### config.mk
export PLATFORM = sky130hd
export DESIGN_NAME = periph_slave_rr_arbiter
export DESIGN_NICKNAME = d
export VERILOG_FILES = /design/src/rtl/periph_interco_pkg.sv /design/src/rtl/periph_id_fifo.sv /design/src/rtl/periph_slave_rr_arbiter.sv
export SDC_FILE = /design/constraint.sdc
export NUM_CORES = 1
export LEC_CHECK = 0
export ABC_CLOCK_PERIOD_IN_PS = 8800
export BUFFER_PORTS_ARGS = -buffer_cell sky130_fd_sc_hd__buf_2
export CORE_AREA = 2 2 502 504
export CTS_BUF_LIST = sky130_fd_sc_hd__clkbuf_8
export DETAILED_ROUTE_END_ITERATION = 8
export DIE_AREA = 0 0 504 506
export GPL_ROUTABILITY_DRIVEN = 0
export PLACE_DENSITY = 0.3
export SETUP_SLACK_MARGIN = 0.05
export SYNTH_ARGS = -nofsm -noshare
export SYNTH_HDL_FRONTEND = slang
export SYNTH_SLANG_ARGS = --single-unit
### constraint.sdc
create_clock -name clk -period 8.8 [get_ports clk]
set_input_delay 0.88 -clock clk [delete_from_list [all_inputs] [get_ports clk]]
set_output_delay 0.88 -clock clk [all_outputs]
set_load 0.05 [all_outputs]
### src/rtl/periph_interco_pkg.sv
// Shared types and helpers for the peripheral interconnect slave arbiter.
// Provides the arbiter FSM states and the round-robin first-one search.
package periph_interco_pkg;

    localparam int MAX_MASTER = 64;

    typedef logic [5:0] master_idx_t;

    typedef enum logic {
        ARB  = 1'b0,
        LOCK = 1'b1
    } arb_state_e;

    // First set bit of req[n-1:0] scanning from ptr upward, wrapping mod n.
    function automatic master_idx_t rr_first_one(
        input logic [MAX_MASTER-1:0] req,
        input master_idx_t           ptr,
        input int unsigned           n
    );
        master_idx_t result;
        master_idx_t idx;
        logic        found;
        int unsigned j;
        result = '0;
        found  = 1'b0;
        for (int unsigned k = 0; k < MAX_MASTER; k++) begin
            if (k < n) begin
                j = int'(ptr) + k;
                if (j >= n) begin
                    j = j - n;
                end
                idx = master_idx_t'(j);
                if (!found && req[idx]) begin
                    found  = 1'b1;
                    result = idx;
                end
            end
        end
        return result;
    endfunction

endpackage

### src/rtl/periph_id_fifo.sv
// In-order tracker of granted master indices awaiting a slave response.
// Separate occupancy counter avoids any full/empty pointer ambiguity.
module periph_id_fifo #(
    parameter int DEPTH = 2,
    parameter int WIDTH = 4,
    localparam int PTR_W = (DEPTH > 1) ? $clog2(DEPTH) : 1,
    localparam int CNT_W = $clog2(DEPTH) + 1
) (
    input  logic             clk,
    input  logic             rst,
    input  logic             push,
    input  logic             pop,
    input  logic [WIDTH-1:0] wdata,
    output logic [WIDTH-1:0] rdata,
    output logic             full,
    output logic             empty,
    output logic [CNT_W-1:0] count
);

    logic [WIDTH-1:0] mem [DEPTH];
    logic [PTR_W-1:0] wr_ptr;
    logic [PTR_W-1:0] rd_ptr;

    assign full  = (count == CNT_W'(DEPTH));
    assign empty = (count == '0);
    assign rdata = mem[rd_ptr];

    always_ff @(posedge clk) begin
        if (push) begin
            mem[wr_ptr] <= wdata;
        end
    end

    always_ff @(posedge clk) begin
        if (rst) begin
            wr_ptr <= '0;
            rd_ptr <= '0;
            count  <= '0;
        end else begin
            if (push) begin
                wr_ptr <= (wr_ptr == PTR_W'(DEPTH - 1)) ? '0 : wr_ptr + PTR_W'(1);
            end
            if (pop) begin
                rd_ptr <= (rd_ptr == PTR_W'(DEPTH - 1)) ? '0 : rd_ptr + PTR_W'(1);
            end
            if (push && !pop) begin
                count <= count + CNT_W'(1);
            end else if (pop && !push) begin
                count <= count - CNT_W'(1);
            end
        end
    end

endmodule

### src/rtl/periph_slave_rr_arbiter.sv
// Round-robin arbiter sharing one peripheral slave port among N_MASTER PEs.
// Winner is locked while the slave stalls; responses routed in grant order.
module periph_slave_rr_arbiter
    import periph_interco_pkg::*;
#(
    parameter int N_MASTER        = 16,
    parameter int ADDR_WIDTH      = 32,
    parameter int DATA_WIDTH      = 32,
    parameter int BE_WIDTH        = DATA_WIDTH / 8,
    parameter int MAX_OUTSTANDING = 2,
    localparam int LOG_MASTER     = $clog2(N_MASTER),
    localparam int CNT_W          = $clog2(MAX_OUTSTANDING) + 1
) (
    input  logic                                 clk,
    input  logic                                 rst,
    input  logic [N_MASTER-1:0]                  data_req_i,
    input  logic [N_MASTER-1:0][ADDR_WIDTH-1:0]  data_add_i,
    input  logic [N_MASTER-1:0]                  data_wen_i,
    input  logic [N_MASTER-1:0][DATA_WIDTH-1:0]  data_wdata_i,
    input  logic [N_MASTER-1:0][BE_WIDTH-1:0]    data_be_i,
    output logic [N_MASTER-1:0]                  data_gnt_o,
    output logic                                 data_req_o,
    output logic [ADDR_WIDTH-1:0]                data_add_o,
    output logic                                 data_wen_o,
    output logic [DATA_WIDTH-1:0]                data_wdata_o,
    output logic [BE_WIDTH-1:0]                  data_be_o,
    input  logic                                 data_gnt_i,
    input  logic                                 data_r_valid_i,
    input  logic [DATA_WIDTH-1:0]                data_r_rdata_i,
    input  logic                                 data_r_opc_i,
    output logic [N_MASTER-1:0]                  data_r_valid_o,
    output logic [DATA_WIDTH-1:0]                data_r_rdata_o,
    output logic                                 data_r_opc_o,
    output logic [CNT_W-1:0]                     outstanding_o,
    output logic                                 resp_err_o
);

    typedef logic [LOG_MASTER-1:0] idx_t;

    arb_state_e            state;
    arb_state_e            state_nxt;
    idx_t                  rr_ptr;
    idx_t                  locked_idx;
    idx_t                  rr_winner;
    idx_t                  winner;
    idx_t                  head_idx;
    logic [MAX_MASTER-1:0] req_ext;
    logic                  lock_hold;
    logic                  full;
    logic                  empty;
    logic                  push;
    logic                  pop;
    logic                  resp_err;
    logic [CNT_W-1:0]      count;

    periph_id_fifo #(
        .DEPTH (MAX_OUTSTANDING),
        .WIDTH (LOG_MASTER)
    ) u_id_fifo (
        .clk   (clk),
        .rst   (rst),
        .push  (push),
        .pop   (pop),
        .wdata (winner),
        .rdata (head_idx),
        .full  (full),
        .empty (empty),
        .count (count)
    );

    always_comb begin
        req_ext                 = '0;
        req_ext[N_MASTER-1:0]   = data_req_i;
        rr_winner = idx_t'(rr_first_one(req_ext, master_idx_t'(rr_ptr), N_MASTER));
        // A locked winner is released only if its own request drops.
        lock_hold = (state == LOCK) && data_req_i[locked_idx];
        winner    = lock_hold ? locked_idx : rr_winner;

        data_req_o = !rst && !full && (|data_req_i);
        push       = data_req_o && data_gnt_i;
        pop        = !rst && data_r_valid_i && !empty;

        data_gnt_o = '0;
        if (push) begin
            data_gnt_o[winner] = 1'b1;
        end

        data_add_o   = '0;
        data_wen_o   = 1'b0;
        data_wdata_o = '0;
        data_be_o    = '0;
        if (data_req_o) begin
            data_add_o   = data_add_i[winner];
            data_wen_o   = data_wen_i[winner];
            data_wdata_o = data_wdata_i[winner];
            data_be_o    = data_be_i[winner];
        end

        data_r_valid_o = '0;
        if (pop) begin
            data_r_valid_o[head_idx] = 1'b1;
        end
        data_r_rdata_o = rst ? '0 : data_r_rdata_i;
        data_r_opc_o   = !rst && data_r_opc_i;
        outstanding_o  = rst ? '0 : count;
        resp_err_o     = !rst && resp_err;

        state_nxt = state;
        if (!full) begin
            if (push) begin
                state_nxt = ARB;
            end else if (data_req_o) begin
                state_nxt = LOCK;
            end else begin
                state_nxt = ARB;
            end
        end
    end

    always_ff @(posedge clk) begin
        if (rst) begin
            state      <= ARB;
            rr_ptr     <= '0;
            locked_idx <= '0;
            resp_err   <= 1'b0;
        end else begin
            state <= state_nxt;
            if (data_req_o && !data_gnt_i) begin
                locked_idx <= winner;
            end
            if (push) begin
                rr_ptr <= (winner == idx_t'(N_MASTER - 1)) ? '0 : winner + idx_t'(1);
            end
            if (data_r_valid_i && empty) begin
                resp_err <= 1'b1;
            end
        end
    end

endmodule
==> results of run 1 <==
==> how the worst min path moves through the flow <==
stage / slack, ns / from / depth (start not counted) / to
after CTS: 0.49 / resp_err / 2 / resp_err
after detailed placement: 0.46 / resp_err / 2 / resp_err
final: 0.49 / resp_err / 2 / resp_err
after floorplan: 0.43 / resp_err / 2 / resp_err
after global placement: 0.45 / resp_err / 2 / resp_err
after global routing: 0.55 / u_id_fifo.count[1] / 2 / u_id_fifo.count[1]
==> cell type report <==
class	instances	area, um^2
Fill cell	29500	222000
Multi-Input combinational cell	1723	13800
Timing Repair Buffer	1408	7990
Tap cell	3348	4190
Inverter	296	1130
Sequential cell	23	541
Antenna cell	57	143
Clock buffer	3	41.3
Clock inverter	1	7.51
==> cells in the mapped netlist, types with 25 or more instances <==
master | count | area share [%]
o221ai_1 | 25 | 1.3
nor2_1 | 63 | 1.4
mux2_1 | 31 | 2.1
a221oi_1 | 54 | 2.8
nand3_1 | 104 | 3.1
o211ai_1 | 513 | 23
clkbuf_1 | 198 | 4.5
mux2_2 | 33 | 2.2
a21oi_1 | 155 | 4.6
nor2b_1 | 41 | 1.5
a221o_1 | 45 | 2.7
nor4_1 | 40 | 1.5
o21ai_0 | 45 | 1.3
buf_1 | 26 | 0.58
mux2i_1 | 171 | 10
mux4_2 | 30 | 4.0
o2111a_1 | 45 | 3.0
inv_1 | 288 | 6.5
buf_2 | 38 | 1.1
nand2_1 | 39 | 0.88
o211ai_2 | 41 | 3.1
and3_1 | 55 | 2.1
buf_6 | 27 | 1.8
==> flip-flops by register name, indices dropped and copies added, names as in the netlist, named ones only <==
name              cells
u_id_fifo.mem         8
locked_idx            4
rr_ptr                4
u_id_fifo.count       2
resp_err              1
state                 1
u_id_fifo.rd_ptr      1
u_id_fifo.wr_ptr      1
==> through the flow <==
step	utilization, %	total power [W]	TNS [ns]	hold WS [ns]	setup WS (ns)
floorplan	-	0.00991	0	0.429	0.482
global placement	11.0	0.0170	-1.15	0.454	-1.15
detailed placement	11.1	0.0170	0	0.461	0.180
CTS	11.1	0.0171	0	0.487	0.0644
global route	11.1	0.0177	0	0.550	0.0740
finish	11.1	0.0166	0	0.485	0.367
==> per-layer routing <==
metal	part of all wire, %	routed length (um)	vias up	global-route usage [%]
li1	-	-	11400	-
met1	39	75200	12800	16.5
met2	51	99300	1467	26.6
met3	7.2	14100	267	3.42
met4	3.0	5800	54	3.31
met5	0.18	360	-	0
==> worst min-delay path, stage by stage, from the launching register on <==
cell,delay (ns)
dfxtp_1,0.34
a21oi_1,0.04
nor2_1,0.08
==> power by group through the flow <==
stage	combinational, W	clock [W]	sequential (W)
after floorplan	0.00974	0	0.000170
after global placement	0.0168	0	0.000190
after detailed placement	0.0168	0	0.000191
after CTS	0.0168	0.0000893	0.000188
after global routing	0.0175	0.0000941	0.000192
final	0.0164	0.0000818	0.000188
==> cells by family (layout without fill, tap and decap cells) <==
family | after synthesis | after routing
muxes | 265 | 265
AOI/OAI and AO/OA | 987 | 987
adders and majority gates | 17 | 17
buffers and inverters | 587 | 1708
DFF | 23 | 23
xor gates and xnor gates | 17 | 17
other | 0 | 57
and+or+nand+nor | 437 | 437
==> repair_timing <==
action / in CTS / in global routing
hold buffers: 0 / 0
hold endpoints to repair: 0 / 0
resized for setup: 3 / 2
endpoints found under the setup margin: 3 / 5
pin swaps: 2 / 1
==> results.toml, run 1 <==
[clock_tree]
clk_latency_ns = 0.31
cts.sinks = 23
cts_root_buf = "clkbuf_8"
postCtsSetupRepairBufs = 0
cts_buffer_depth = 2
htreeDepth = 1
cts_buffers = 3
clk_pin_slew_ns = 0.10
cts_tree = "done"

[logic_synthesis]
synth_edf_count = 8
yosysSeqAreaShare_pct = 3.24
syn_area_per_cell_um2 = 7.15
synthSimpleGateAreaFrac_pct = 16.0
synth_mux_area_share_pct = 18.6
synth_flop_cell = "dfxtp_1"
syn-instance-count = 2333
synth_area_um2 = 16700
ys_ff_latch = 23
synth-async-reset-ratio_pct = 0
ys_types = 82
synth_nets = 3507
synth_xor_area_share_pct = 0.982
synth_warnings = 0
synth_top_family_by_area = "compound AO/OA/AOI/OAI gates"
synth-compound-area-share_pct = 45.1
synth_fa_ha_area_share_pct = 1.27

[critical_path]
max_stage_delay_ns = 0.70
timing.rr.end = "rr_ptr[3]"
path_buf_inv = 6
crit_slowest_cell = "or4_1"
end_kind = "output pin"
cp-endpoint = "data_wdata_o[21]"
startpoint = "rr_ptr[0]"
r2r_start = "rr_ptr[0]"
r2r_cells = 16
r2r_slack_ns = 2.82
crit_cells = 18
arrival_ns = 7.55
crit_type = "flip-flop to output pin"
crit_path_max_fanout = 56
worstSetupStartpointType = "flip-flop"
path_delay_family = "simple AND/OR/NAND/NOR gates"
required_ns = 7.92
cp_cell_sequence = "clkinv_1, ha_2, buf_4, mux4_2, mux2_2, mux2_2, or3_1, or4_1, or4b_4, and2_4, o21ai_4, inv_8, buf_12, o211ai_1, a21oi_1, buf_4, nor4_1, buf_12"

[layout]
area_delta_synth_final_pct = 67.0
design_area_um2 = 27900
layout_common_cells = "1274 x buf_2, 513 x o211ai_1, 288 x inv_1, 171 x mux2i_1, 150 x a21oi_1"
layout_commonest_cell = "buf_2"
stdcell_count = 6859
drive_gt1_share_pct = 46.2
nets = 4629

[timing]
fin_crit_sh_pct = 95.8
hold_violations = 0
setup-violations-final = 0
relSlewSlack_pct = 27.2
worstMarginPinSlew_ns = 1.08
max_freq_mhz = 119
grt_setup_unrepaired = "no"
finalCriticalPeriod_ns = 8.43
finalMaxSlewViolations = 0
clock_skew_ns = 0.0177

[global_route]
antenna_found_initial = 130
gr-usage-all-layers_pct = 14.4
grt_pass1_wl_mm = 251
grt-ovfl-total = 0
grt_max_degree = 146
grt_pass1_vias = 26100

[die]
start_util_pct = 6.67
ios = 1295
die_w_um = 504
die_area_um2 = 255000
fp.coreArea_um2 = 250000
die_h_um = 506
row_count = 184

[power]
ir_drop_mv = 0.597
powerDensity_nw_per_um2 = 597
p_sw_share_pct = 67.4
power_switching_w = 0.0112
p_leak_nw = 11.6
pwr-share-clk_pct = 0.5
p_int_w = 0.00542
pwr-share-seq_pct = 1.1
pwr-share-comb_pct = 98.4

[route]
detail_route.first_pass.iterations = 7
drt-wirelength-per-cell_um = 28.4
vias_per_cell = 3.79
wl_mm = 195
drtAntennaViolNets = 0
first_iter_violations = 1882
drc = 0
num_vias = 26000

[status]
status = "completed"

[run]
cap_violations = 0

[placed_design]
io_buffers = 1294
dp_hpwl_mm = 163
place_area_um2 = 27700
place_inst = 6798

[min_path]
holdCritPathClass = "flip-flop to flip-flop"
No activity file was read; power rests on OpenSTA's default activity.
==> run 2: changes to the inputs <==
==> constraint.sdc (replaced) <==
create_clock -name clk -period 8.8 [get_ports clk]
set_input_delay 1.32 -clock clk [delete_from_list [all_inputs] [get_ports clk]]
set_output_delay 1.32 -clock clk [all_outputs]
set_load 0.05 [all_outputs]
==> run 2 against run 1 <==
  * Sequential power grew 2%
  * Power grew 8.0%
  * Die area is the same
  * Final area grew 4.0%
  * Fmax shrank 0.76%
  * Register-to-register slack gained 0.02 ns
  * Global-route usage grew 0.56 points
  * First-iteration DRC count grew 28%
  * Via count grew 0.49%
  * Worst hold slack lost 0.0067 ns
  * Clock-buffer cell count is the same
  * Highest routed layer unchanged
==> results.toml, run 2 (synthesized netlist as in run 1, its figures left out) <==
[status]
status = "completed"

[layout]
layout_commonest_cell = "buf_2"
regMostFlops = "u_id_fifo.mem"
fin_util_pct = 11.6
layout_common_cells = "1259 x buf_2, 513 x o211ai_1, 288 x inv_1, 171 x mux2i_1, 159 x buf_4"
n_fill_cell = 29400
area_delta_synth_final_pct = 73.7
largest_register_ffs = 8
design_area_um2 = 29000
drive_gt1_share_pct = 48.0
reg_top3 = "u_id_fifo.mem x8, locked_idx x4, rr_ptr x4"
nets = 4711

[global_route]
grt_pass1_wl_mm = 258
grt_pass1_vias = 26500
grt-ovfl-total = 0
antenna_found_initial = 158
gr-usage-all-layers_pct = 14.9
grt_max_degree = 96

[die]
start_util_pct = 6.67
die_h_um = 506
die_w_um = 504
ios = 1295
fp.coreArea_um2 = 250000
die_area_um2 = 255000
row_count = 184

[clock_tree]
htreeDepth = 1
cts_buffers = 3
cts_root_buf = "clkbuf_8"
cts_buffer_depth = 2
clk_latency_ns = 0.27
clk_pin_slew_ns = 0.09
hold_buffers = 0
cts_tree = "done"
cts.sinks = 23

[critical_path]
r2r_cells = 18
max_stage_delay_ns = 0.71
end_kind = "output pin"
worstSetupStartpointType = "flip-flop"
r2r_start = "rr_ptr[0]"
cp_cell_sequence = "clkinv_1, ha_1, buf_4, mux4_2, mux2i_1, mux2i_1, or3_1, or4_1, or4b_4, and2_4, o21ai_4, buf_12, a221oi_1, o21ai_0, nor4b_2, buf_12"
arrival_ns = 7.18
r2r_slack_ns = 2.84
crit_type = "flip-flop to output pin"
crit_path_max_fanout = 96
timing.rr.end = "rr_ptr[3]"
crit_slowest_cell = "nor4b_2"
required_ns = 7.48

[timing]
fin_crit_sh_pct = 96.6
relSlewSlack_pct = 27.2
grt_setup_unrepaired = "no"
max_freq_mhz = 118
clock_skew_ns = 0.00988
setup-violations-final = 0
finalMaxSlewViolations = 0
fin_tns_setup_ns = 0
finalCriticalPeriod_ns = 8.50
hold_violations = 0
holdWs_ns = 0.479
worstMarginPinSlew_ns = 1.09

[route]
first_iter_violations = 2415
vias_per_cell = 3.75
wl_mm = 202
num_vias = 26100
drtAntennaViolNets = 0
detail_route.first_pass.iterations = 6
drc = 0
drt-wirelength-per-cell_um = 29.0

[min_path]
whs_endpoint = "resp_err"
worstHoldStart = "resp_err"
holdPathStages = 2
holdCritPathClass = "flip-flop to flip-flop"

[placed_design]
dp_hpwl_mm = 175
place_area_um2 = 28700
io_buffers = 1294

[run]
cap_violations = 0

[power]
ir_drop_mv = 0.467
p_leak_nw = 12.2
powerDensity_nw_per_um2 = 620
run 2: cell types whose count changed in the layout (fill, tap and decap cells not counted), sizes merged:
cell / before / now
diode: 57 / 76
buf: 1408 / 1490
run 2: how the worst max path moves through the flow:
stage / from / end / slack (ns) / cells past startpoint
2_1_floorplan: rr_ptr[1] / data_add_o[0] / 0.1 / 23
3_3_place_gp: data_req_i[6] / data_add_o[13] / -0.10 / 14
3_5_place_dp: data_req_i[6] / data_add_o[13] / -0.06 / 14
4_1_cts: rr_ptr[1] / data_add_o[13] / 0.09 / 15
5_1_grt: rr_ptr[0] / data_wdata_o[11] / 0.06 / 19
6_report: rr_ptr[0] / data_add_o[12] / 0.30 / 16
run 2: final cells by class:
class | instances | area (um^2) | share of cell area (%)
clock inverters | 1 | 7.51 | 0.0259
clock buffers | 3 | 41.3 | 0.142
well taps | 3348 | 4190 | 14.5
diodes | 76 | 190 | 0.656
inverters | 296 | 1130 | 3.89
multi-input cells | 1723 | 14000 | 48.1
repair buffers | 1490 | 8940 | 30.8
flip-flops and latches | 23 | 541 | 1.86
run 2: power by group:
part / leakage (nW) / internal (W) / total (W) / switching [W]
clock: 0.0222 / 0.0000321 / 0.0000691 / 0.0000370
combinational: 11.9 / 0.00608 / 0.0177 / 0.0116
sequential: 0.198 / 0.000148 / 0.000192 / 0.0000442
run 2: what timing repair did:
| action | CTS | global route |
|---|---|---|
| buffers inserted | 0 | 0 |
| gates resized for setup | 1 | 3 |
| pin swaps | 0 | 0 |
| endpoints found under the setup margin | 1 | 4 |
run 2: layer usage:
| layer | share of wire, % | GRT usage, % | up-vias |
|---|---|---|---|
| met1 | 42 | 19.1 | 12600 |
| met4 | 3.3 | 3.61 | 64 |
| met2 | 45 | 24.3 | 1548 |
| li1 | - | - | 11600 |
| met5 | 0.21 | 0 | - |
| met3 | 9.4 | 4.63 | 284 |
run 2: worst max-delay path: cells and delay by family (launching register included):
kind | cells | cell delay (ns)
AO/OA/AOI/OAI | 3 | 0.84
AND/OR/NAND/NOR | 5 | 2.62
flip-flops | 1 | 0.35
multiplexers | 3 | 0.88
buffers and inverters | 4 | 1.47
adder cells (fa/ha/maj) | 1 | 0.65
run 2: per-stage QoR:
stage	worst slack (ns)	total power, W	instances
floorplan	0.0987	0.0100	2333
global placement	-0.102	0.0183	6880
detailed placement	-0.0603	0.0182	6880
CTS	0.0866	0.0184	6884
global route	0.0583	0.0191	6905
finish	0.302	0.0180	6960
